<file path="config.mk">
export PLATFORM = sky130hd
export DESIGN_NAME = snake_food_placer
export DESIGN_NICKNAME = d
export VERILOG_FILES = /design/src/rtl/snake_pkg.sv /design/src/rtl/snake_food_placer.sv
export SDC_FILE = /design/constraint.sdc
export NUM_CORES = 1
export LEC_CHECK = 0
export CAP_MARGIN = 25
export CORE_MARGIN = 5
export CORE_UTILIZATION = 35
export DETAILED_ROUTE_END_ITERATION = 16
export HOLD_SLACK_MARGIN = 0.05
export PLACE_DENSITY = 0.62
export SYNTH_ARGS = -nofsm -noshare
export SYNTH_HDL_FRONTEND = slang
export SYNTH_SLANG_ARGS = --single-unit
</file>
<file path="constraint.sdc">
create_clock -name i_Clk -period 2.7 [get_ports i_Clk]
set_input_delay 0.54 -clock i_Clk [delete_from_list [all_inputs] [get_ports i_Clk]]
set_output_delay 0.54 -clock i_Clk [all_outputs]
set_load 0.005 [all_outputs]
</file>
<file path="src/rtl/snake_pkg.sv">
// Shared definitions for the snake game: playfield geometry, bus widths
// and the food placer state encoding.
package snake_pkg;

    localparam int GRID_W  = 32;
    localparam int GRID_H  = 24;
    localparam int COORD_W = 5;
    localparam int RAND_W  = 14;
    localparam int TRY_W   = 5;

    typedef enum logic [2:0] {
        ST_IDLE,
        ST_REQ,
        ST_WAIT,
        ST_QUERY,
        ST_CHECK,
        ST_FIN
    } placer_state_t;

endpackage

</file>
<file path="src/rtl/snake_food_placer.sv">
// Picks a free playfield cell for a new food item by drawing random candidates
// and probing the snake occupancy map, giving up after too many misses.
module snake_food_placer
    import snake_pkg::*;
#(
    parameter int GRID_W    = snake_pkg::GRID_W,
    parameter int GRID_H    = snake_pkg::GRID_H,
    parameter int MAX_TRIES = 16,
    parameter int WDOG_CYC  = 16
) (
    input  logic               i_Clk,
    input  logic               i_Rst,
    input  logic               i_PlaceReq,
    output logic               o_RandNeed,
    input  logic [RAND_W-1:0]  i_RandNum,
    input  logic               i_isRanDone,
    output logic [COORD_W-1:0] o_QueryX,
    output logic [COORD_W-1:0] o_QueryY,
    input  logic               i_Occupied,
    output logic [COORD_W-1:0] o_FoodX,
    output logic [COORD_W-1:0] o_FoodY,
    output logic               o_FoodValid,
    output logic               o_PlaceDone,
    output logic               o_PlaceFail,
    output logic               o_Busy
);

    localparam int WDOG_W = $clog2(WDOG_CYC + 1);

    placer_state_t        state;
    logic [TRY_W-1:0]     try_cnt;
    logic [WDOG_W-1:0]    wdog_cnt;
    logic [COORD_W-1:0]   rand_x;
    logic [COORD_W-1:0]   rand_y;
    logic                 rand_in_range;
    logic                 reject;
    logic                 last_try;
    logic                 unused_rand_msbs;

    assign rand_x           = i_RandNum[COORD_W-1:0];
    assign rand_y           = i_RandNum[2*COORD_W-1:COORD_W];
    assign unused_rand_msbs = ^i_RandNum[RAND_W-1:2*COORD_W];
    assign rand_in_range    = (int'(rand_x) < GRID_W) && (int'(rand_y) < GRID_H);
    assign last_try         = (try_cnt + TRY_W'(1)) == TRY_W'(MAX_TRIES);

    // A try is spent either on an off-grid draw or on a cell the snake covers.
    assign reject = ((state == ST_WAIT) && i_isRanDone && !rand_in_range) ||
                    ((state == ST_CHECK) && i_Occupied);

    always_ff @(posedge i_Clk or posedge i_Rst) begin
        if (i_Rst) begin
            state       <= ST_IDLE;
            try_cnt     <= '0;
            wdog_cnt    <= '0;
            o_RandNeed  <= 1'b0;
            o_QueryX    <= '0;
            o_QueryY    <= '0;
            o_FoodX     <= '0;
            o_FoodY     <= '0;
            o_FoodValid <= 1'b0;
            o_PlaceDone <= 1'b0;
            o_PlaceFail <= 1'b0;
            o_Busy      <= 1'b0;
        end else begin
            o_RandNeed  <= 1'b0;
            o_PlaceDone <= 1'b0;
            o_PlaceFail <= 1'b0;

            case (state)
                ST_IDLE: begin
                    if (i_PlaceReq) begin
                        o_FoodValid <= 1'b0;
                        try_cnt     <= '0;
                        wdog_cnt    <= '0;
                        o_RandNeed  <= 1'b1;
                        o_Busy      <= 1'b1;
                        state       <= ST_REQ;
                    end
                end
                ST_REQ: begin
                    wdog_cnt <= '0;
                    state    <= ST_WAIT;
                end
                ST_WAIT: begin
                    if (i_isRanDone) begin
                        if (rand_in_range) begin
                            o_QueryX <= rand_x;
                            o_QueryY <= rand_y;
                            state    <= ST_QUERY;
                        end
                    end else if (wdog_cnt == WDOG_W'(WDOG_CYC - 1)) begin
                        o_PlaceFail <= 1'b1;
                        o_Busy      <= 1'b0;
                        state       <= ST_IDLE;
                    end else begin
                        wdog_cnt <= wdog_cnt + WDOG_W'(1);
                    end
                end
                ST_QUERY: begin
                    state <= ST_CHECK;
                end
                ST_CHECK: begin
                    if (!i_Occupied) begin
                        o_FoodX     <= o_QueryX;
                        o_FoodY     <= o_QueryY;
                        o_FoodValid <= 1'b1;
                        o_PlaceDone <= 1'b1;
                        state       <= ST_FIN;
                    end
                end
                ST_FIN: begin
                    o_Busy <= 1'b0;
                    state  <= ST_IDLE;
                end
                default: begin
                    o_Busy <= 1'b0;
                    state  <= ST_IDLE;
                end
            endcase

            // Later assignments win, so a rejection overrides the per-state next state.
            if (reject) begin
                try_cnt <= try_cnt + TRY_W'(1);
                if (last_try) begin
                    o_PlaceFail <= 1'b1;
                    o_Busy      <= 1'b0;
                    state       <= ST_IDLE;
                end else begin
                    o_RandNeed <= 1'b1;
                    state      <= ST_REQ;
                end
            end
        end
    end

endmodule

</file>
-- After elaboration in Yosys (flattened, before gate mapping)
Cells that the tools add are included.
- bits in registers: 38
- bits in latches: 0
- bits in writable memories: 0
- memory bits (read-only): 0
- input bits: 19
- output and inout port bits: 25
- logic and storage cells: 81
- memories kept: 0
- add/subtract/negate cells: 2
- multipliers: 0
- div/mod/pow operators: 0
- magnitude comparators: 1
- equality and inequality tests: 14
- shifts and indexed selects: 0
- multiplexer cells: 34
- bitwise gates (word level): 1
- reductions and logical operators: 17
- operators with widths (kind ; count):
    5-bit 2-to-1 mux ; 5
    1-bit 2-to-1 mux ; 19
    3-bit 2-to-1 mux ; 6
    3-bit case mux with 5 select lines ; 1
    5-bit case mux with 3 select lines ; 1
    5-bit by 1-bit adder with 5-bit output (second input constant) ; 2
    2-bit inequality test (second input constant) ; 4
    4-bit AND reduction ; 2
    3-bit by 2-bit equality test with 1-bit output (second input constant) ; 2
    3-bit inequality test (second input constant) ; 2
    3-bit AND reduction ; 2
    2-bit nonzero test ; 3
    5-bit by 4-bit equality test with 1-bit output (second input constant) ; 1
    5-bit equality test (second input constant) ; 1
    5-bit < comparator (second input constant) ; 1
    4-bit by 3-bit inequality test with 1-bit output (second input constant) ; 1
    4-bit inequality test (second input constant) ; 1
    2-bit AND reduction ; 2
    3-bit by 1-bit equality test with 1-bit output (second input constant) ; 1
    3-bit equality test (second input constant) ; 1
    1-bit logical AND ; 3
    3-bit logical NOT ; 1
    1-bit case mux with 3 select lines ; 1
    3-bit nonzero test ; 1
    5 further kinds ; 5

-- Logic depth before layout (Yosys ltp)
- word-level depth: 6
- gate-level depth with buffers: 6
- depth with buffers taken out: 6

-- Worst setup path before layout
OpenSTA, ideal clock, no wires.
- path type: flip-flop to flip-flop
- from: reg wdog_cnt[0]
- to: reg wdog_cnt[3]
- setup time: 126 ps
- arrival time: 1846 ps
- required time: 2574 ps
- setup slack: 728 ps
- stages on the path, launching flop included: 7
- clock period less this slack: 1972 ps
- cells stage by stage: dfrtp_1 -> ha_1 -> and3_1 -> ha_1 -> o32ai_1 -> nand2_1 -> a221o_1
- cells in the longest elaborated chain, start to end: 4
- elaborated cells on any way between the ends: 7
- those cells by class: add/sub: 1; eq/ne: 2; mux: 3; reduce/logical: 1
- ends and longest elaborated chain (element ; RTL line ; RTL):
    start, declared ; snake_food_placer.sv:32 ; logic [WDOG_W-1:0] wdog_cnt;
    start signal, assigned ; snake_food_placer.sv:96 ; wdog_cnt <= wdog_cnt + WDOG_W'(1);
    5-bit by 1-bit adder with 5-bit output ; snake_food_placer.sv:96 ;
    5-bit 2-to-1 mux ; snake_food_placer.sv:91 ; end else if (wdog_cnt == WDOG_W'(WDOG_CYC - 1)) begin
    5-bit 2-to-1 mux ; snake_food_placer.sv:85 ; if (i_isRanDone) begin
    5-bit case mux with 3 select lines ; snake_food_placer.sv:69 ; case (state)
Parallel ways exist; a longest one is shown, timed or not. The select of a mux whose other input is x is not followed.
A chain may end at the register's enable or synchronous reset.

-- Final worst setup path
Same ends and word-level chain as after synthesis.

==> summary.md <==
| Metric | Value |
|---|---|
| Peak supply drop | 0.471 mV |
| Critical path cell sequence | ha_1 > and3_1 > ha_1 > o32ai_1 > nand2_1 > a221o_1 |
| Compound-Gate Fraction of Synth Area | around an eighth |
| FF-to-FF End | wdog_cnt[3] |
| Cts bufs inserted | 5 |
| PnR worst setup slack | 0.484 ns |
| Syn nets | 168 |
| Dpl hpwl | around 2.7 mm |
| Top cells by count, synth | dfrtp_1 (38), mux2_2 (20), nand2_1 (10) |
| H-tree Lvls | 2 |
| Synth cell types | 39 |
| IO Count | 44 |
| Die Height | between 80 and 90 um |
| Minimum clock period | 2.22 ns |
| Routed len/inst | 14.2 um |
| Reg2reg start | wdog_cnt[0] |
| Clk slew on worst S/H paths | 0.08 ns |
| Synth Area per Inst | 12.2 sq um |
| Worst-Margin Slew | roughly 0.48 ns |
| Fin crit share | 82.1% |
| ANT nets after route | 0 |
| Initial antenna violation count | 0 |
| Synth top area cells | dfrtp_1 (54%), mux2_2 (13%), ha_1 (2.8%) |
| Req. time, crit path | 2.88 ns |
| Final Util | a little under half |
| Seq cells post-synth | 38 |
| Clock Skew | 0.00898 ns |
| Hold Crit Start | o_FoodValid |
| Max cap viols | 0 |
| Final Wtd Congestion | 0.820 |
| IO Port Bufs | 39 |
| Core footprint | 5010 sq um |
| Die Wd | 81.2 um |
| Setup TNS | 0 ns |
| Fraction of layout cells with a size suffix above 1 | 18.3% |
| Initial Util | 35.4% |
| XOR/XNOR Fraction of Synth Area | less than 1% |
| Slew margin rel. | 67.7% |
| Top cell type's share of synthesized area | 53.6% |
| Hold_buf cts | 0 |
| Placed instance count | 253 |
| Achievable Freq | 0.451 GHz |
| Lkg Pwr | between 1 and 1.5 nW |
| Post-Synth Adder-Cell Area | around 2.8% |
| Worst path max stage delay | 0.44 ns |
| Critical-path top delay cell | o32ai_1 |
| CTS root buffer | clkbuf_8 |
| Main combinational cell family by area after synthesis | simple AND/OR/NAND/NOR gates |
| DRC Markers | 0 |
| Multiplexer area fraction after synthesis | about an eighth |
| Simple-gate share of the synthesized area | 14.5% |
| Layout area overhead | 32.0% |
| Hold Path Cell Cnt | 1 |
| Worst hold endpoint | o_FoodValid |
| Die area | roughly 6600 sq um |
| Power Density | ~970 nW/um^2 |
| Clock Sinks | 38 |
| GRT Overall Usage | 12.8% |
| Number of synthesized flops with an enable pin | 0 |
| CTS tree | yes |
| Std-Cell Rows | 26 |
| DRT Pass-1 Iters | 4 |
| Final setup vio count | 0 |
| Clk Latency, worst-skew pair | roughly 0.29 ns |
| Largest net degree at the start of global routing | 39 |
| Vias in the first global route | approximately 1400 |
| Critical path class | flip-flop to flip-flop |
| Final Non-Filler Cells | 261 |
| Hold Path Class | flip-flop to flip-flop |
| RSZ-0062 raised after global routing | no |
| Worst setup EP type | flip-flop |
| Post-synthesis sequential area ratio | 53.6% |
| Status | finished clean |
| Postcts setup bufs | 0 |
| Remaining global-route overflow | 0 |
| Most common cell in the synthesized netlist | dfrtp_1 |
| Post-cts resize count | 0 |
| Cell count after synthesis | 145 |
| Synth warn | 0 |
| Main flop type after synthesis | dfrtp_1 |
| Reg-to-reg slack, setup | 0.48 ns |
| Critical Path AT | 2.40 ns |
| Mapped Area | around 1800 sq um |
| CP dominant cell by count | ha_1 |
| Reg2reg path depth | 6 |
| Vias | 1272 |
| Asr flop ratio synth | 100% |
| Pre-CTS WS | approximately 0.37 ns |
| Vias per std cell | between 4 and 5 |
| Number of nets in the layout | around 210 |
| Fin. max-slew vios | 0 |
| Routed WL | approximately 3.7 mm |
| CP max FO | 4 |
| Startpoint types | flip-flop |
| Initial DRC Count | approximately 110 |
| Deepest clock path buffer count | 2 |
| Fin. Hold Viols | 0 |
| Yosys top cell by area | dfrtp_1 |
| First-pass GRT wire length | ~6.4 mm |
| Diode count | 0 |
## flip-flops by register name, indices dropped and copies added (netlist names), 3 cells and up
register,count
o_FoodX,5
o_FoodY,5
o_QueryX,5
o_QueryY,5
state,3
try_cnt,5
wdog_cnt,5
## worst max path at each step
stage	start	cells past startpoint	slack [ns]	endpoint
after CTS	wdog_cnt[0]	6	0.48	wdog_cnt[3]
after detailed placement	i_isRanDone	4	0.37	wdog_cnt[3]
after floorplan	wdog_cnt[0]	6	0.73	wdog_cnt[3]
after global routing	wdog_cnt[0]	6	0.37	wdog_cnt[3]
final	wdog_cnt[0]	6	0.48	wdog_cnt[3]
after global placement	i_isRanDone	4	0.46	wdog_cnt[3]
## final cells by class
| cell class | count | area, sq um |
|---|---|---|
| clock buffer | 6 | 82.6 |
| clock inverter | 2 | 12.5 |
| fill | 483 | 2670 |
| inverter | 7 | 26.3 |
| multi-input combinational | 97 | 778 |
| sequential | 38 | 951 |
| tap | 70 | 87.6 |
| timing repair buffer | 41 | 405 |
## routing by layer
metal  global-route usage (%)  share of wire (%)  vias up
li1                         -                  -      617
met3                     5.99                9.1        8
met4                     5.07                2.0        0
met2                     20.1                 46       36
met1                     15.2                 43      611
met5                        0                  0        -
## metrics by stage
| stage | power [mW] | hold slack [ns] | area, sq um |
|---|---|---|---|
| floorplan | 1.42 | 0.474 | 1780 |
| global placement | 1.84 | 0.467 | 2250 |
| detailed placement | 1.88 | 0.469 | 2250 |
| CTS | 2.31 | 0.487 | 2340 |
| global route | 2.44 | 0.502 | 2340 |
| finish | 2.27 | 0.484 | 2340 |
## cell families after synthesis
logic type                 count (synthesis)
and+or+nand+nor                           44
DFF                                       38
AOI/OAI and AO/OA                         26
muxes                                     21
buffers and inverters                     10
adders and majority gates                  4
xor gates and xnor gates                   2
## placed cells by master (no fill, tap or decap), drive strengths merged
cell           synthesis  routed
o22a                   3       3
clkinv                 0       1
nand2                 10      10
mux2i                  1       1
nor3b                  3       3
mux2                  20      20
clkdlybuf4s50          0      39
o21ai                  3       3
a32o                   1       1
nor2                   7       7
a221o                  1       1
ha                     4       4
buf                    3       2
a21o                   2       2
a22o                   2       2
a32oi                  1       1
o31ai                  1       1
a211oi                 1       1
a2bb2oi                1       1
and2                   2       2
and3                   4       4
inv                    7       7
a21oi                  4       4
nor2b                  2       2
a211o                  2       2
nand3                  9       9
o32ai                  1       1
clkbuf                 0       6
dfrtp                 38      38
o211ai                 1       1
or4                    1       1
nor4                   2       2
clkinvlp               0       1
o211a                  1       1
nand2b                 2       2
xnor2                  2       2
o311ai                 1       1
nor3                   2       2
## critical path, delay by kind of cell, from the launching register on
| family | cells | cell delay (ns) |
|---|---|---|
| fa+ha+maj | 2 | 0.45 |
| simple gates | 2 | 0.42 |
| flops | 1 | 0.41 |
| compound gates | 2 | 0.83 |
## power by group
part | switching [mW] | internal (mW) | total [mW]
clock network | 0.208 | 0.205 | 0.414
registers | 0.184 | 0.777 | 0.961
logic | 0.344 | 0.551 | 0.896
Power figures use the tool's default switching activity.
